**config.mk**
```make
export PLATFORM = sky130hd
export DESIGN_NAME = mux_sel_sequencer_flat
export DESIGN_NICKNAME = d
export VERILOG_FILES = /design/src/rtl/mux_sel_sequencer_if.sv /design/src/rtl/mux_sel_sequencer.sv /design/src/flat_wrapper.sv
export SDC_FILE = /design/constraint.sdc
export NUM_CORES = 1
export LEC_CHECK = 0
export CAP_MARGIN = 20
export CORE_UTILIZATION = 50
export CTS_BUF_LIST = sky130_fd_sc_hd__clkbuf_16
export CTS_CLUSTER_SIZE = 14
export DETAILED_ROUTE_END_ITERATION = 8
export GPL_TIMING_DRIVEN = 0
export PLACE_DENSITY_LB_ADDON = 0.12
export SYNTH_ARGS = -nofsm -noshare
export SYNTH_HDL_FRONTEND = slang
export SYNTH_SLANG_ARGS = --single-unit
```
**constraint.sdc**
```tcl
create_clock -name clk -period 1.9 [get_ports clk]
set_clock_uncertainty 0.2 [all_clocks]
set_input_delay 0.19 -clock clk [delete_from_list [all_inputs] [get_ports clk]]
set_output_delay 0.19 -clock clk [all_outputs]
set_load 0.1 [all_outputs]
```
**src/rtl/mux_sel_sequencer_if.sv**
```systemverilog
// mux_sel_sequencer_if
//   Bundles the operand handshake and the mux-side outputs of mux_sel_sequencer.
//   clk and rst_n stay plain ports on the module.
//   Signals:
//     in_valid / in_ready   operand pair handshake (source -> sequencer)
//     in_din0 / in_din1     operand pair
//     din0 / din1 / sel     operands and select presented to the mux
//     out_valid             din0/din1/sel are a live sweep step
//     pair_done             final cycle of a pair's sweep
//     busy                  sweep in progress or pairs queued
//     pair_cnt              completed-pair count (SEQ_COUNT_EN builds only)
//   Modports: master = stimulus source / observer, slave = sequencer.
interface mux_sel_sequencer_if #(
    parameter int unsigned DW = 3,
    parameter int unsigned SW = 2
);
    logic          in_valid;
    logic          in_ready;
    logic [DW-1:0] in_din0;
    logic [DW-1:0] in_din1;
    logic [DW-1:0] din0;
    logic [DW-1:0] din1;
    logic [SW-1:0] sel;
    logic          out_valid;
    logic          pair_done;
    logic          busy;
`ifdef SEQ_COUNT_EN
    logic [7:0]    pair_cnt;
`endif

    modport master (
        output in_valid, in_din0, in_din1,
        input  in_ready, din0, din1, sel, out_valid, pair_done, busy
`ifdef SEQ_COUNT_EN
        , input pair_cnt
`endif
    );

    modport slave (
        input  in_valid, in_din0, in_din1,
        output in_ready, din0, din1, sel, out_valid, pair_done, busy
`ifdef SEQ_COUNT_EN
        , output pair_cnt
`endif
    );
endinterface

```
**src/rtl/mux_sel_sequencer.sv**
```systemverilog
// mux_sel_sequencer
//   Clocked, back-pressured stimulus source for a 2:1 operand mux. Operand pairs are
//   accepted over a valid/ready handshake into a DEPTH-entry FIFO. Each pair is then played
//   out with sel sweeping 0..2^SW-1, every sel value held for HOLD cycles. Back-to-back
//   pairs follow each other with no gap cycle.
//   Ports:
//     clk    rising-edge clock
//     rst_n  asynchronous active-low reset (synchronous release expected)
//     bus    mux_sel_sequencer_if.slave (handshake in, din0/din1/sel/out_valid/
//            pair_done/busy out, pair_cnt when enabled)
//   Optional feature: define SEQ_COUNT_EN to add the 8-bit wrapping pair_cnt output.
module mux_sel_sequencer #(
    parameter int unsigned DW    = 3,
    parameter int unsigned SW    = 2,
    parameter int unsigned HOLD  = 10,
    parameter int unsigned DEPTH = 4
) (
    input logic                clk,
    input logic                rst_n,
    mux_sel_sequencer_if.slave bus
);
    localparam int unsigned AW = $clog2(DEPTH);
    localparam int unsigned HW = (HOLD > 1) ? $clog2(HOLD) : 1;
    localparam logic [SW-1:0] SelLast  = {SW{1'b1}};
    localparam logic [HW-1:0] HoldLast = HW'(HOLD - 1);

    typedef enum logic [0:0] {StIdle, StStep} state_e;

    // ---------------- operand FIFO ----------------
    // Pointers carry one extra wrap bit to tell full from empty.
    logic [DW-1:0] mem0 [DEPTH];
    logic [DW-1:0] mem1 [DEPTH];
    logic [AW:0]   wr_ptr_q, rd_ptr_q;
    logic          full, empty, push, pop;

    assign empty = (wr_ptr_q == rd_ptr_q);
    assign full  = (wr_ptr_q[AW] != rd_ptr_q[AW]) &&
                   (wr_ptr_q[AW-1:0] == rd_ptr_q[AW-1:0]);
    // Strictly !full: a pop on the same edge does not open a slot early.
    assign push  = bus.in_valid && !full;

    always_ff @(posedge clk) begin
        if (push) begin
            mem0[wr_ptr_q[AW-1:0]] <= bus.in_din0;
            mem1[wr_ptr_q[AW-1:0]] <= bus.in_din1;
        end
    end

    always_ff @(posedge clk or negedge rst_n) begin
        if (!rst_n) begin
            wr_ptr_q <= '0;
            rd_ptr_q <= '0;
        end else begin
            if (push) wr_ptr_q <= wr_ptr_q + 1'b1;
            if (pop)  rd_ptr_q <= rd_ptr_q + 1'b1;
        end
    end

    // ---------------- sweep FSM ----------------
    state_e        state_q, state_d;
    logic [SW-1:0] sel_q, sel_d;
    logic [HW-1:0] hold_q, hold_d;
    logic [DW-1:0] din0_q, din0_d, din1_q, din1_d;
    logic          last_step;

    assign last_step = (state_q == StStep) && (sel_q == SelLast) && (hold_q == HoldLast);

    always_comb begin
        state_d = state_q;
        sel_d   = sel_q;
        hold_d  = hold_q;
        din0_d  = din0_q;
        din1_d  = din1_q;
        pop     = 1'b0;
        unique case (state_q)
            StIdle: begin
                if (!empty) begin
                    pop     = 1'b1;
                    din0_d  = mem0[rd_ptr_q[AW-1:0]];
                    din1_d  = mem1[rd_ptr_q[AW-1:0]];
                    sel_d   = '0;
                    hold_d  = '0;
                    state_d = StStep;
                end
            end
            StStep: begin
                if (last_step) begin
                    sel_d  = '0;
                    hold_d = '0;
                    if (!empty) begin
                        // Chain straight into the next pair without an idle cycle.
                        pop    = 1'b1;
                        din0_d = mem0[rd_ptr_q[AW-1:0]];
                        din1_d = mem1[rd_ptr_q[AW-1:0]];
                    end else begin
                        state_d = StIdle;
                    end
                end else if (hold_q == HoldLast) begin
                    hold_d = '0;
                    sel_d  = sel_q + 1'b1;
                end else begin
                    hold_d = hold_q + 1'b1;
                end
            end
            default: state_d = StIdle;
        endcase
    end

    always_ff @(posedge clk or negedge rst_n) begin
        if (!rst_n) begin
            state_q <= StIdle;
            sel_q   <= '0;
            hold_q  <= '0;
            din0_q  <= '0;
            din1_q  <= '0;
        end else begin
            state_q <= state_d;
            sel_q   <= sel_d;
            hold_q  <= hold_d;
            din0_q  <= din0_d;
            din1_q  <= din1_d;
        end
    end

`ifdef SEQ_COUNT_EN
    logic [7:0] pair_cnt_q;

    always_ff @(posedge clk or negedge rst_n) begin
        if (!rst_n) begin
            pair_cnt_q <= '0;
        end else if (last_step) begin
            pair_cnt_q <= pair_cnt_q + 8'd1;
        end
    end

    assign bus.pair_cnt = pair_cnt_q;
`endif

    // sel_q is forced to 0 whenever the FSM idles, so it can drive sel directly.
    assign bus.in_ready  = !full;
    assign bus.din0      = din0_q;
    assign bus.din1      = din1_q;
    assign bus.sel       = sel_q;
    assign bus.out_valid = (state_q == StStep);
    assign bus.pair_done = last_step;
    assign bus.busy      = (state_q == StStep) || !empty;
endmodule
```
**src/flat_wrapper.sv**
```systemverilog
// flat-port wrapper written by rule: the top's interface ports become plain ports
module mux_sel_sequencer_flat 
#(
    parameter int unsigned DW    = 3,
    parameter int unsigned SW    = 2,
    parameter int unsigned HOLD  = 10,
    parameter int unsigned DEPTH = 4
)
  (clk, rst_n, bus_in_valid, bus_in_din0, bus_in_din1, bus_in_ready, bus_din0, bus_din1, bus_sel, bus_out_valid, bus_pair_done, bus_busy);
  mux_sel_sequencer_if #(.DW(DW), .SW(SW)) bus_i ();
  input logic clk;
  input logic rst_n;
  input wire logic [$bits(bus_i.in_valid)-1:0] bus_in_valid;
  input wire logic [$bits(bus_i.in_din0)-1:0] bus_in_din0;
  input wire logic [$bits(bus_i.in_din1)-1:0] bus_in_din1;
  output wire logic [$bits(bus_i.in_ready)-1:0] bus_in_ready;
  output wire logic [$bits(bus_i.din0)-1:0] bus_din0;
  output wire logic [$bits(bus_i.din1)-1:0] bus_din1;
  output wire logic [$bits(bus_i.sel)-1:0] bus_sel;
  output wire logic [$bits(bus_i.out_valid)-1:0] bus_out_valid;
  output wire logic [$bits(bus_i.pair_done)-1:0] bus_pair_done;
  output wire logic [$bits(bus_i.busy)-1:0] bus_busy;
  assign bus_i.in_valid = bus_in_valid;
  assign bus_i.in_din0 = bus_in_din0;
  assign bus_i.in_din1 = bus_in_din1;
  assign bus_in_ready = bus_i.in_ready;
  assign bus_din0 = bus_i.din0;
  assign bus_din1 = bus_i.din1;
  assign bus_sel = bus_i.sel;
  assign bus_out_valid = bus_i.out_valid;
  assign bus_pair_done = bus_i.pair_done;
  assign bus_busy = bus_i.busy;
  mux_sel_sequencer #(.DW(DW), .SW(SW), .HOLD(HOLD), .DEPTH(DEPTH)) u_core (.clk(clk), .rst_n(rst_n), .bus(bus_i));
endmodule
```
Word-level counts from Yosys, hierarchy flattened
Memories as Yosys holds them, arrays and structs flattened.
Index checks and enable logic that the tools add are counted.

operators by class
  add/subtract/negate cells = 4
  equality and inequality tests = 8
  multiplexer cells = 21
  bitwise logic cells = 1
  reduce and logical (&&, ||, !) cells = 8

operator list
  cell                                                            number
  3-bit two-way mux                                               4
  4-bit two-way mux                                               3
  3-bit one-hot mux with 2 select lines                           2
  4-bit one-hot mux with 2 select lines                           1
  3-bit by 1-bit adder with 3-bit output (second input constant)  2
  2-bit two-way mux                                               3
  1-bit two-way mux                                               5
  4-bit by 1-bit adder with 4-bit output (second input constant)  1
  4-bit == test (second input constant)                           1
  1-bit logical AND                                               4
  2-bit inequality test (second input constant)                   2
  1-bit one-hot mux with 2 select lines                           2
  2-bit one-hot mux with 2 select lines                           1
  3-bit == test                                                   1
  3-bit inequality test (second input constant)                   1
  2-bit by 1-bit adder with 2-bit output (second input constant)  1
  2-bit == test                                                   1
  2-bit == test (second input constant)                           1
  1-bit zero test                                                 2
  2-bit AND reduction                                             1
  1-bit logical OR                                                1
  1-bit inequality test                                           1
  1-bit NOT                                                       1

word-level totals
  bits in registers = 19
  RAM bits = 24
  bits of input ports = 9
  word-level logic and storage cells = 51
  memories = 2

memory list
  memory       depth  width  rd ports  clocked after memory_dff  wr ports  line                     source
  u_core.mem0  4      3      1         0                         1         mux_sel_sequencer.sv:31  logic [DW-1:0] mem0 [DEPTH];
  u_core.mem1  4      3      1         0                         1         mux_sel_sequencer.sv:32  logic [DW-1:0] mem1 [DEPTH];

Depth between registers and ports, before layout
  word-level depth = 6
  depth in mapped cells = 7
  depth with buffers taken out = 5

Worst setup path after synthesis
OpenSTA, ideal clock, no wires.

  kind = register -> register
  start = register u_core.rd_ptr_q[0]
  end = register u_core.wr_ptr_q[2]
  setup time = 0.136 ns
  arrival = 2.284 ns
  slack = -0.720 ns
  stages on the path, launching flop included = 6
  path buffers = 1
  period minus slack after synthesis = 2.620 ns
  cell sequence = dfrtp_1 buf_6 xnor2_2 nand3_1 and3_1 xor2_1

on the way
  word-level cells in the longest chain between the ends = 4

RTL lines
  element                   line                     source
  start: declaration        mux_sel_sequencer.sv:33  logic [AW:0] wr_ptr_q, rd_ptr_q;
  start signal: assignment  mux_sel_sequencer.sv:55  if (pop) rd_ptr_q <= rd_ptr_q + 1'b1;
  2-bit == test             mux_sel_sequencer.sv:38  (wr_ptr_q[AW-1:0] == rd_ptr_q[AW-1:0]);
  1-bit logical AND         mux_sel_sequencer.sv:37  assign full = (wr_ptr_q[AW] != rd_ptr_q[AW]) &&
  1-bit zero test           --
  named net bus_in_ready    flat_wrapper.sv:16       output wire logic [$bits(bus_i.in_ready)-1:0] bus_in_ready;
  1-bit logical AND         mux_sel_sequencer.sv:40  assign push = bus.in_valid && !full;
  end signal: assignment    mux_sel_sequencer.sv:54  if (push) wr_ptr_q <= wr_ptr_q + 1'b1;
  end: declaration          mux_sel_sequencer.sv:33

The timed path passes the listed nets, and every way through them passes these cells.
A chain may end at the register's enable or synchronous reset.

Worst setup path after layout
  start = register u_core.rd_ptr_q[1]
  end = output bus_busy

on the way
  word-level cells in the longest chain between the ends = 3

RTL lines
  element           line                      source
  3-bit == test     mux_sel_sequencer.sv:36   assign empty = (wr_ptr_q == rd_ptr_q);
  1-bit zero test   --
  1-bit logical OR  mux_sel_sequencer.sv:146  assign bus.busy = (state_q == StStep) || !empty;
  end: declaration  flat_wrapper.sv:22        output wire logic [$bits(bus_i.busy)-1:0] bus_busy;

Every way passes these cells.

==> out/results.ini <==
[run_status]
outcome=complete, but fails checks
violations=setup timing

[timing]
maxSlewHeadroom_pct=37.12
hold_viol=0
holdWs_ps=203.9
setup_viol=1
final.period_utilization_pct=101.8
rsz0062_at_grt=yes
fmax_mhz=516.8
worst_slew_pin_slew_ps=946.8
setup_ws_ps=-34.84
period_minus_slack_ps=1935
slew_viol_final=0

[synth]
syn-num-nets=134
synthTopCellsByArea=edfxtp_1 (37%), dfrtp_1 (24%), mux2_4 (5.4%)
synth_common_cells=edfxtp_1 (24), dfrtp_1 (19), nand2_1 (10)
synth_top_area_share_pct=36.92
avgSynthCellArea_um2=16.40
ys_seq_area_share_pct=61.28
yosys.area.top_type=edfxtp_1
ys_warn_count=0
synth.most_common_cell=edfxtp_1
synth-seq-cells=43
ys_async_sr_fraction_pct=44.19
synth_edf_count=24
ys.flop_type=edfxtp_1
yosysUniqueCellTypes=31
syn-cell-area_um2=1952
syn_inst=119

[hold_path]
min_path_type=in2async

[power_and_ir_drop]
leakagePower_nw=1.052
power.total_mw=4.686
max-vdd-ir-drop_uv=967.2
power_density_nw_per_um2=1829

[clocking]
path_clk_slew_ps=60
cts_sinks=43
clk_path_buf_depth=2
insertion_delay_ps=280
hold_buffers=0
h-tree-depth=2
cts_buffers=5
cts_tree=yes
cts-root-buf=clkbuf_16

[layout]
drive_gt1_share_pct=40.00
n_antenna_cell=0
final_nets=169
area_growth_pct=31.28
post-route-util_pct=68.96

[place]
port_buffers=20
post-dp-hpwl_um=2227
place_congestion=0.7001

[grt]
track_usage_pct=19.33
overflow=0
grt_pass1_wl_um=5575
antenna_found_initial=0
grt_pass1_vias=1167
grt_start_max_net_pins=20

[floorplanning]
fp.dieW_um=64.48
ios=21
start_util_pct=52.53
core_area_um2=3716
die-area_um2=4158
rows=22
fp.dieH_um=64.48

[routing]
viasPerCell=5.227
dr.pass1.iters=4
wire_per_inst_um=16.67
vias=1061
drt_wl_total_um=3385
drc=0
drtIter0Drc=47
antenna_left=0

[worst_setup_path]
critical_path_class=reg2out
worstSetupEndpointType=output port
arrival_ps=1540
startpoint_type=flop
crit_required_ps=1510
worstPathMaxFanout=5

[flow_run]
max_cap_viol_count=0

==> worst max-delay path, cell delays in order (launching register included) <==
cell      delay (ps)
dfrtp_1          400
buf_6            140
xnor2_4          160
and3b_1          200
buf_6            140
nand2b_4          60
buf_12           160
==> final timing paths <==
kind / slack [ps] / start / cells after the start / to
max: -30 / u_core.rd_ptr_q[1] / 6 / bus_busy
min: 200 / rst_n / 1 / u_core.hold_q[1]
max reg2reg: 10 / u_core.rd_ptr_q[1] / 7 / u_core.bus.din0[2]
min reg2reg: 310 / u_core.bus.din1[2] / 1 / u_core.bus.din1[2]
max in group asynchronous: 640 / rst_n / 1 / u_core.bus.sel[0]
min in group clk: 310 / u_core.bus.din1[2] / 1 / u_core.bus.din1[2]
==> report_power, final <==
part / leakage (nW) / internal (mW) / switching (mW)
combinational: 0.528 / 0.860 / 1.29
sequential: 0.441 / 1.31 / 0.265
clock: 0.0838 / 0.619 / 0.338
total: 1.05 / 2.79 / 1.90
==> metal layers <==
layer  vias up  track usage (%)  part of all wire, %
li1        508                -                    -
met1       524            21.28                   40
met2        23            34.74                   54
met3         6            5.634                  3.9
met4         0            7.778                  1.9
met5         -                0                    0
==> registers in the layout, summed over array words and instances (netlist names) <==
register,cells
u_core.bus.din0,3
u_core.bus.din1,3
u_core.bus.out_valid,1
u_core.bus.sel,2
u_core.hold_q,4
u_core.mem0,12
u_core.mem1,12
u_core.rd_ptr_q,3
u_core.wr_ptr_q,3
==> layout by cell type, fill, tap and decap left out, types with 3 or more instances in the layout <==
master	n
inv_1	4
nand2_1	10
buf_6	3
mux4_2	3
and3_1	4
clkbuf_16	5
dfrtp_4	3
mux2_4	7
clkdlybuf4s50_1	8
buf_12	3
mux4_1	3
xnor2_1	3
dfrtp_1	10
buf_4	7
clkbuf_2	5
clkdlybuf4s15_1	3
mux2i_1	6
dfrtp_2	6
edfxtp_1	24
o21ai_0	3
ha_1	5
==> logic make-up (layout without fill, tap and decap cells) <==
group	after synthesis	in the layout	share of synthesized area (%)
AO/OA/AOI/OAI	7	7	1.923
buffers and inverters	9	45	3.781
adder cells (fa/ha/maj)	6	6	3.846
AND/OR/NAND/NOR	26	26	8.270
multiplexers	20	20	16.54
XOR/XNOR	8	8	4.359
flip-flops	43	43	61.28
==> per-stage QoR <==
step	std cells	worst slack (ps)	TNS, ps	instance area (um^2)
global placement	187	-733.0	-1995	2257
CTS	202	-92.15	-136.0	2530
detailed placement	187	-753.7	-2305	2257
finish	203	-34.84	-34.84	2562
global route	203	-77.09	-221.6	2562
floorplan	119	-20.07	-68.10	1997
==> area by class of cell <==
| type | instances | area (um^2) |
|---|---|---|
| inverters | 4 | 15.01 |
| flip-flops and latches | 43 | 1215 |
| clock buffers | 5 | 125.1 |
| fillers | 259 | 1154 |
| clock inverters | 3 | 43.79 |
| repair buffers | 28 | 264.0 |
| well taps | 48 | 60.06 |
| multi-input cells | 67 | 777.0 |
| plain buffers | 5 | 62.56 |
==> what timing repair did <==
action                     in CTS  in global routing
resized for setup              45                 18
setup buffers                   7                  1
pin swaps                       4                  3
setup endpoints to repair      19                 17
Power figures use the tool's default switching activity.
